File: src/rtl/fp32_div_iter.sv
// fp32_div_iter: multi-cycle IEEE-754 single-precision divider (A / B).
// Radix-2 restoring mantissa divider producing one quotient bit per clock,
// followed by a single normalize / round-to-nearest-even / pack edge.
// Subnormal operands are flushed to zero and subnormal results flush to zero.
module fp32_div_iter #(
   parameter logic [31:0] CANON_NAN = 32'h7FC0_0000
) (
   input  logic        clk,
   input  logic        rst,
   input  logic        in_valid,
   output logic        in_ready,
   input  logic [31:0] A,
   input  logic [31:0] B,
   output logic        out_valid,
   input  logic        out_ready,
   output logic [31:0] result,
   output logic        out_nv,
   output logic        out_dz
);

   localparam int Q_BITS = 26;
   localparam logic [4:0] LAST_STEP = 5'(Q_BITS - 1);

   typedef enum logic [1:0] {
      S_IDLE   = 2'd0,
      S_DIVIDE = 2'd1,
      S_ROUND  = 2'd2,
      S_DONE   = 2'd3
   } state_t;

   state_t             state_q, state_d;
   logic               sign_q, sign_d;
   logic signed [9:0]  exp_q, exp_d;
   logic [23:0]        mb_q, mb_d;
   logic [25:0]        rem_q, rem_d;
   logic [25:0]        quo_q, quo_d;
   logic [4:0]         cnt_q, cnt_d;
   logic               spec_q, spec_d;
   logic [31:0]        spec_res_q, spec_res_d;
   logic               spec_nv_q, spec_nv_d;
   logic               spec_dz_q, spec_dz_d;
   logic [31:0]        result_q, result_d;
   logic               nv_q, nv_d;
   logic               dz_q, dz_d;

   // Operand unpack and classification (only meaningful on the accept edge)
   logic [7:0]  ea, eb;
   logic [22:0] fa, fb;
   logic        s_res;
   logic        za, zb, ia, ib, na, nb;
   logic        op_special;
   logic [31:0] op_spec_res;
   logic        op_spec_nv, op_spec_dz;

   assign ea    = A[30:23];
   assign eb    = B[30:23];
   assign fa    = A[22:0];
   assign fb    = B[22:0];
   assign s_res = A[31] ^ B[31];
   assign za    = (ea == 8'd0);
   assign zb    = (eb == 8'd0);
   assign ia    = (ea == 8'hFF) && (fa == 23'd0);
   assign ib    = (eb == 8'hFF) && (fb == 23'd0);
   assign na    = (ea == 8'hFF) && (fa != 23'd0);
   assign nb    = (eb == 8'hFF) && (fb != 23'd0);
   assign op_special = za | zb | ia | ib | na | nb;

   // Special-operand result table, resolved in priority order
   always_comb begin
      op_spec_res = {s_res, 31'd0};
      op_spec_nv  = 1'b0;
      op_spec_dz  = 1'b0;
      if (na || nb || (za && zb) || (ia && ib)) begin
         op_spec_res = CANON_NAN;
         op_spec_nv  = 1'b1;
      end else if (ia) begin
         op_spec_res = {s_res, 8'hFF, 23'd0};
      end else if (zb) begin
         op_spec_res = {s_res, 8'hFF, 23'd0};
         op_spec_dz  = 1'b1;
      end else begin
         op_spec_res = {s_res, 31'd0};
      end
   end

   // One restoring-division step on the current partial remainder
   logic        q_bit;
   logic [25:0] rem_sub;

   always_comb begin
      q_bit   = (rem_q >= {2'b00, mb_q});
      rem_sub = q_bit ? (rem_q - {2'b00, mb_q}) : rem_q;
   end

   // Normalize the 26-bit quotient, round to nearest even, and pack
   logic [22:0]       frac_pre;
   logic              guard, sticky, rnd_up;
   logic signed [9:0] exp_n, exp_r;
   logic [23:0]       frac_inc;
   logic [31:0]       rnd_res;

   always_comb begin
      if (quo_q[25]) begin
         frac_pre = quo_q[24:2];
         guard    = quo_q[1];
         sticky   = quo_q[0] | (rem_q != 26'd0);
         exp_n    = exp_q;
      end else begin
         frac_pre = quo_q[23:1];
         guard    = quo_q[0];
         sticky   = (rem_q != 26'd0);
         exp_n    = exp_q - 10'sd1;
      end
      rnd_up   = guard & (sticky | frac_pre[0]);
      frac_inc = {1'b0, frac_pre} + {23'd0, rnd_up};
      // A carry out of the fraction leaves frac_inc[22:0] at zero already
      exp_r    = exp_n + (frac_inc[23] ? 10'sd1 : 10'sd0);
      if (exp_r >= 10'sd255)
         rnd_res = {sign_q, 8'hFF, 23'd0};
      else if (exp_r <= 10'sd0)
         rnd_res = {sign_q, 31'd0};
      else
         rnd_res = {sign_q, exp_r[7:0], frac_inc[22:0]};
   end

   // Next-state and datapath control for the IDLE/DIVIDE/ROUND/DONE sequence
   always_comb begin
      state_d    = state_q;
      sign_d     = sign_q;
      exp_d      = exp_q;
      mb_d       = mb_q;
      rem_d      = rem_q;
      quo_d      = quo_q;
      cnt_d      = cnt_q;
      spec_d     = spec_q;
      spec_res_d = spec_res_q;
      spec_nv_d  = spec_nv_q;
      spec_dz_d  = spec_dz_q;
      result_d   = result_q;
      nv_d       = nv_q;
      dz_d       = dz_q;
      unique case (state_q)
         S_IDLE: begin
            if (in_valid) begin
               sign_d     = s_res;
               exp_d      = $signed({2'b00, ea}) - $signed({2'b00, eb}) + 10'sd127;
               rem_d      = {2'b00, 1'b1, fa};
               mb_d       = {1'b1, fb};
               quo_d      = 26'd0;
               spec_d     = op_special;
               spec_res_d = op_spec_res;
               spec_nv_d  = op_spec_nv;
               spec_dz_d  = op_spec_dz;
               // Special operands spend a single DIVIDE edge so their
               // result appears two edges after accept.
               cnt_d      = op_special ? LAST_STEP : 5'd0;
               state_d    = S_DIVIDE;
            end
         end
         S_DIVIDE: begin
            quo_d = {quo_q[24:0], q_bit};
            rem_d = {rem_sub[24:0], 1'b0};
            cnt_d = cnt_q + 5'd1;
            if (cnt_q == LAST_STEP)
               state_d = S_ROUND;
         end
         S_ROUND: begin
            result_d = spec_q ? spec_res_q : rnd_res;
            nv_d     = spec_q & spec_nv_q;
            dz_d     = spec_q & spec_dz_q;
            state_d  = S_DONE;
         end
         S_DONE: begin
            if (out_ready)
               state_d = S_IDLE;
         end
         default: state_d = S_IDLE;
      endcase
   end

   // State and datapath registers, all cleared by the asynchronous reset
   always_ff @(posedge clk or negedge rst) begin
      if (!rst) begin
         state_q    <= S_IDLE;
         sign_q     <= 1'b0;
         exp_q      <= 10'sd0;
         mb_q       <= 24'd0;
         rem_q      <= 26'd0;
         quo_q      <= 26'd0;
         cnt_q      <= 5'd0;
         spec_q     <= 1'b0;
         spec_res_q <= 32'd0;
         spec_nv_q  <= 1'b0;
         spec_dz_q  <= 1'b0;
         result_q   <= 32'd0;
         nv_q       <= 1'b0;
         dz_q       <= 1'b0;
      end else begin
         state_q    <= state_d;
         sign_q     <= sign_d;
         exp_q      <= exp_d;
         mb_q       <= mb_d;
         rem_q      <= rem_d;
         quo_q      <= quo_d;
         cnt_q      <= cnt_d;
         spec_q     <= spec_d;
         spec_res_q <= spec_res_d;
         spec_nv_q  <= spec_nv_d;
         spec_dz_q  <= spec_dz_d;
         result_q   <= result_d;
         nv_q       <= nv_d;
         dz_q       <= dz_d;
      end
   end

   assign in_ready  = (state_q == S_IDLE);
   assign out_valid = (state_q == S_DONE);
   assign result    = result_q;
   assign out_nv    = nv_q;
   assign out_dz    = dz_q;

endmodule

File: config.mk
export PLATFORM = sky130hd
export DESIGN_NAME = fp32_div_iter
export DESIGN_NICKNAME = d
export VERILOG_FILES = /design/src/rtl/fp32_div_iter.sv
export SDC_FILE = /design/constraint.sdc
export NUM_CORES = 1
export LEC_CHECK = 0
export ABC_CLOCK_PERIOD_IN_PS = 6100
export CAP_MARGIN = 20
export CORE_MARGIN = 3
export CORE_UTILIZATION = 27
export CTS_CLUSTER_DIAMETER = 40
export DETAILED_ROUTE_END_ITERATION = 8
export SLEW_MARGIN = 20
export SYNTH_ARGS = -nofsm -noshare
export SYNTH_HDL_FRONTEND = slang
export SYNTH_SLANG_ARGS = --single-unit
export TNS_END_PERCENT = 1
File: constraint.sdc
create_clock -name clk -period 6.1 [get_ports clk]
set_clock_uncertainty 0.1 [all_clocks]
set_input_delay 1.83 -clock clk [delete_from_list [all_inputs] [get_ports clk]]
set_output_delay 1.83 -clock clk [all_outputs]
set_load 0.01 [all_outputs]
Yosys cells after proc, flatten, opt, wreduce, memory -nomap -nowiden
Index checks and enable logic that the tools add are counted.
{ "classes": {"n_addsub": 7, "magnitude_cmp": 3, "n_eq_ne": 9, "muxes": 27, "bitwise": 11, "n_reduce_logical": 21} }
{ "ops": {"columns": ["operator", "count"], "rows": [
  ["two-way mux 31 bit", 4],
  ["one-hot mux 26 bit (2 select lines)", 2],
  ["two-way mux 32 bit", 2],
  ["two-way mux 26 bit", 2],
  ["zero test 23 bit", 2],
  ["nonzero test 23 bit", 2],
  [">= comparator 26 x 24 -> 1 bit", 1],
  ["nonzero test 26 bit", 1],
  ["two-way mux 25 bit", 1],
  ["subtractor 25 x 24 -> 25 bit", 1],
  ["adder 23 x 1 -> 24 bit", 1],
  ["two-way mux 23 bit", 1],
  ["equality test 8 bit, second input constant", 2],
  ["zero test 8 bit", 2],
  ["adder 10 x 2 -> 10 bit", 1],
  ["adder 9 x 8 -> 10 bit, second input constant", 1],
  [">= comparator 10 x 9 -> 1 bit, second input constant", 1],
  ["less-or-equal comparator 10 x 1 -> 1 bit, second input constant", 1],
  ["two-way mux 10 bit", 1],
  ["two-way mux 5 bit", 2],
  ["one-hot mux 5 bit (2 select lines)", 1],
  ["subtractor 10 x 2 -> 10 bit, second input constant", 1],
  ["subtractor 8 x 8 -> 9 bit", 1],
  ["one-hot mux 2 bit (4 select lines)", 1],
  ["17 further kinds", 43]
]} }
{ "totals": {"register_bits": 163, "input_bits": 68, "output_inout_bits": 36, "word_cells": 92} }

Depth between registers and ports, before layout
{ "logic_depth": {"word_depth": 12, "depth_mapped": 19, "mapped_depth_nobuf": 16} }

Least setup slack after synthesis
No wires, ideal clock.
{ "synth_timing": {"kind": "reg2reg", "startpoint": "register quo_q[25]", "endpoint": "register result_q[10], in the netlist result[10]", "setup_ns": 0.144, "arrival_time_ns": 4.137, "required_time_ns": 5.856, "path_slack_ns": 1.719, "stages_incl_launch_ff": 18, "path_buffers": 3, "period_less_slack_ns": 4.381, "cell_sequence": "dfrtp_1 > buf_2 > nand2b_1 > a2111oi_0 > and3_1 > nor4bb_1 > clkbuf_1 > nand2_1 > nor3_1 > ha_1 > nor3b_1 > a31oi_1 > or4_1 > o21ai_2 > a41oi_2 > o31ai_2 > buf_6 > o22ai_2"} }
{ "synth_via": {"elab_chain_len": 10, "elab_cells_between_ends": 14, "classes_between": "add/sub (2); order compare (2); mux (8); bitwise (2)"} }
{ "synth_rtl": {"columns": ["element", "line_no", "rtl"], "rows": [
  ["from (decl)", "36", "logic [25:0] quo_q, quo_d;"],
  ["from (signal assigned)", "204", "quo_q <= quo_d;"],
  ["two-way mux 1 bit / two-way mux 23 bit (equally long branches)", "103", "if (quo_q[25]) begin"],
  ["OR 1 bit", "114", "rnd_up = guard & (sticky | frac_pre[0]);"],
  ["bitwise AND 1 bit", "114", null],
  ["adder 23 x 1 -> 24 bit", "115", "frac_inc = {1'b0, frac_pre} + {23'd0, rnd_up};"],
  ["two-way mux 1 bit", "117", "exp_r = exp_n + (frac_inc[23] ? 10'sd1 : 10'sd0);"],
  ["adder 10 x 2 -> 10 bit", "117", null],
  ["less-or-equal comparator 10 x 1 -> 1 bit", "120", "else if (exp_r <= 10'sd0)"],
  ["two-way mux 31 bit", "120", null],
  ["two-way mux 31 bit (*)", "118", "if (exp_r >= 10'sd255)"],
  ["two-way mux 32 bit (*)", "168", "result_d = spec_q ? spec_res_q : rnd_res;"],
  ["to (signal assigned)", "210", "result_q <= result_d;"],
  ["to (decl)", "42", "logic [31:0] result_q, result_d;"]
]} }
Mark *: on every way between the ends. The rest lies on a longest branch, timed or not.
A chain may end at the register's enable or synchronous reset.

Worst setup path in the final report
{ "layout_timing": {"startpoint": "register quo_q[25]", "endpoint": "register result_q[22], in the netlist result[22]"} }
Same word-level chain as after synthesis.

==> results.py <==
metrics = {
    "outcome": {
        "status": "completed",
    },
    "cells_and_area": {
        "final_core_util": 0.3372,
        "final_common_cell": "dfrtp_1",
        "layout_common_cells": "dfrtp_1, nand2_1, clkdlybuf4s50_1",
        "nets": 1249,
        "drive_gt1_frac": 0.07224,
        "n_antenna_cell": 0,
        "syn_to_final_growth_pct": 22.78,
    },
    "yosys": {
        "synth_simple_gate_area_frac": 0.1854,
        "netlist_instances": 1059,
        "yosysSeqAreaShare": 0.3605,
        "synth_edf_count": 0,
        "synth_compound_area_frac": 0.2253,
        "synth_warnings": 0,
        "synth_fp_nets": 1172,
        "async_reset_ff_frac": 1.000,
        "synthAdderAreaFrac": 0.06262,
        "yosysUniqueCellTypes": 74,
        "synth_mux_area_frac": 0.04337,
        "synth_top_family_by_area": "compound AO/OA/AOI/OAI gates",
        "synth_seq_cells": 133,
        "synth_xor_area_frac": 0.06452,
        "syn_area_um2": 9231,
        "postSynthAreaPerCell_um2": 8.717,
        "synthFlopType": "dfrtp_1",
    },
    "pwr": {
        "leakagePower_nw": 4.546,
        "p_seq_frac": 0.245,
        "comb_power_share": 0.559,
        "internal_power_mw": 3.149,
        "vdd_drop_max_mv": 0.2581,
        "pwr-share-clk": 0.196,
        "pwr_density_cell_nw_per_um2": 506.8,
        "sw_frac_of_total": 0.4519,
        "netSwitchingPower_mw": 2.596,
    },
    "sta": {
        "worst_slew_pin_slew_ps": 910.0,
        "maxSlewViolCount": 0,
        "finalCriticalPeriod_ps": 5079,
        "maxSlewHeadroom": 0.3933,
        "grt_setup_unrepaired": "false",
        "setup-violations-final": 0,
        "fin_ws_ps": 1021,
        "fin_setup_tns_ps": 0,
        "max_freq_mhz": 196.9,
        "post-route-period-util": 0.8327,
        "finalHoldViolCount": 0,
    },
    "critical_path": {
        "reg2reg_slack_ps": 1020,
        "cp_common_cell": "buf_4",
        "slowest_delay_ps": 700,
        "worst-r2r-cell-count": 17,
        "critPathLaunchType": "flip-flop",
        "r2r-start": "quo_q[25]",
        "path_class": "reg -> reg",
        "rr_endpoint": "result[22]",
        "endpoint": "result[22]",
        "crit_path_max_fanout": 26,
        "critPathRequiredTime_ps": 6280,
        "critPathBufInv": 3,
        "crit_family": "simple AND/OR/NAND/NOR gates",
        "cp.depth": 17,
        "cp.arrival_ps": 5260,
        "cp-end-kind": "flip-flop",
        "crit_start": "quo_q[25]",
        "slowest_stage": "a2111oi_0",
        "path_cells": "buf_4 > nand2_1 > a2111oi_0 > and3_1 > nor4bb_1 > buf_4 > nand2_1 > nor3_1 > ha_1 > nor3b_1 > a31oi_1 > or4_1 > o21ai_2 > a41oi_2 > o31ai_4 > buf_4 > o221ai_1",
    },
    "clock_tree": {
        "clk_latency_ps": 430,
        "cts_setup_buffers": 0,
        "cts_root_buf": "clkbuf_16",
        "clkSlewWorstSetupHoldPaths_ps": 60,
        "htreeDepth": 4,
        "tritoncts": "built",
        "ctsHoldBuffers": 0,
        "clkSinkCount": 133,
        "clock_path_buffers": 2,
        "cts_resized": 0,
        "numCtsBuffers": 17,
    },
    "floorplan": {
        "die_x_um": 190.9,
        "io-pin-count": 104,
        "core_region_area_um2": 33620,
        "dieArea_um2": 36440,
        "die_h_um": 190.9,
        "start_util": 0.2746,
        "core.rowCount": 67,
    },
    "global_route": {
        "grt_antenna_before_repair": 0,
        "grt_pass1_vias": 7886,
        "grt_pass1_wl_um": 40420,
        "track_usage": 0.1367,
        "grt_max_degree": 69,
        "overflow": 0,
    },
    "min_path": {
        "hold_class": "reg -> reg",
    },
    "job": {
        "drv_cap": 0,
    },
    "detailed_routing": {
        "wl_um": 25040,
        "wl_per_cell_um": 15.68,
        "drtIter0Drc": 454,
        "via_count": 7991,
        "drc": 0,
        "vias_per_cell": 5.004,
        "drt_pre_antenna_iters": 5,
        "postRouteAntennaNets": 0,
    },
    "placement": {
        "dpl_worst_slack_ps": 1082,
        "io_buffers": 103,
        "place_congestion": 0.8782,
        "dp_hpwl_um": 18360,
    },
}
==> worst reg2reg max path: cells and delay by family, from the launching register on <==
family,cells,cell delay (ps)
simple gates,7,1730
fa+ha+maj,1,220
buf+inv,3,860
compound gates,6,1620
flops,1,410
==> power by group through the flow <==
stage | clock network [mW] | logic, mW | registers, mW
2_1_floorplan | 0 | 2.43 | 1.33
3_3_place_gp | 0 | 3.14 | 1.41
3_5_place_dp | 0 | 3.17 | 1.42
4_1_cts | 1.15 | 3.20 | 1.40
5_1_grt | 1.18 | 3.58 | 1.45
6_report | 1.13 | 3.21 | 1.41
==> how the worst min path moves through the flow <==
stage / slack [ps] / endpoint / depth (start not counted) / startpoint
after floorplan: 320 / mb_q[23] / 2 / mb_q[23]
after global placement: 340 / mb_q[23] / 2 / mb_q[23]
after detailed placement: 340 / mb_q[23] / 2 / mb_q[23]
after CTS: 360 / mb_q[23] / 2 / mb_q[23]
after global routing: 370 / mb_q[23] / 2 / mb_q[23]
final: 350 / mb_q[23] / 2 / mb_q[23]
==> synthesized netlist by cell type, types with 3 or more instances <==
master | n | area share
a211oi_1 | 9 | 0.0073
a21boi_0 | 5 | 0.0041
a21o_1 | 14 | 0.011
a21oi_1 | 58 | 0.031
a22o_1 | 26 | 0.025
a31oi_1 | 7 | 0.0047
and2_1 | 9 | 0.0061
and3_1 | 11 | 0.0075
and4_1 | 3 | 0.0028
buf_1 | 8 | 0.0033
buf_2 | 4 | 0.0022
clkbuf_1 | 42 | 0.017
dfrtp_1 | 133 | 0.36
ha_1 | 43 | 0.058
inv_1 | 77 | 0.031
mux2_2 | 4 | 0.0049
mux2i_1 | 33 | 0.036
nand2_1 | 106 | 0.043
nand2b_1 | 9 | 0.0061
nand3_1 | 21 | 0.011
nand3b_1 | 5 | 0.0041
nand4_1 | 13 | 0.0088
nor2_1 | 50 | 0.020
nor2b_1 | 10 | 0.0068
nor3_1 | 23 | 0.012
nor3b_1 | 17 | 0.014
nor4_1 | 22 | 0.015
nor4b_1 | 3 | 0.0028
o211ai_1 | 6 | 0.0049
o21a_1 | 11 | 0.0089
o21ai_0 | 92 | 0.050
o21ai_1 | 13 | 0.0070
o21bai_1 | 6 | 0.0049
o221ai_1 | 9 | 0.0085
o22ai_1 | 3 | 0.0020
o22ai_2 | 20 | 0.027
or3_1 | 16 | 0.011
or4_1 | 5 | 0.0041
xnor2_1 | 35 | 0.033
xor2_1 | 33 | 0.031
==> area by class of cell <==
| cell class | instances | area [um^2] |
|---|---|---|
| clock buffers | 18 | 439.2 |
| clock inverters | 14 | 197.7 |
| fillers | 3456 | 22280 |
| inverters | 78 | 292.8 |
| multi-input cells | 790 | 5385 |
| flip-flops and latches | 133 | 3329 |
| well taps | 448 | 560.5 |
| repair buffers | 116 | 1130 |
==> metal layers <==
| metal | global-route usage | vias to the layer above | wire, um | part of all wire |
|---|---|---|---|---|
| met1 | 0.1945 | 3798 | 12400 | 0.50 |
| met3 | 0.02842 | 26 | 1378 | 0.055 |
| li1 | - | 3963 | - | - |
| met2 | 0.2103 | 204 | 10910 | 0.44 |
| met5 | 0 | - | 0 | 0 |
| met4 | 0.03782 | 0 | 344 | 0.014 |
==> flip-flops by register name, summed over array words and instances (netlist names) <==
signal,flops
cnt_q,5
exp_q,10
mb_q,24
out_dz,1
out_nv,1
quo_q,26
rem_q,26
result,32
sign_q,1
spec_dz_q,1
spec_q,1
spec_res_q,3
state_q,2
==> cell families after synthesis <==
family,count (synthesis)
xor gates and xnor gates,68
DFF,133
and+or+nand+nor,333
AOI/OAI and AO/OA,305
buffers and inverters,136
adders and majority gates,45
muxes,39
==> metrics by stage <==
step / cell area (um^2) / hold slack [ps] / std cells / power, mW
after floorplan: 9231 / 318.1 / 1059 / 3.763
after detailed placement: 10700 / 341.9 / 1565 / 4.588
after CTS: 11330 / 357.3 / 1597 / 5.749
after global routing: 11330 / 366.2 / 1597 / 6.206
final: 11330 / 351.5 / 1597 / 5.745
after global placement: 10700 / 337.0 / 1565 / 4.545
Power figures use the tool's default switching activity.
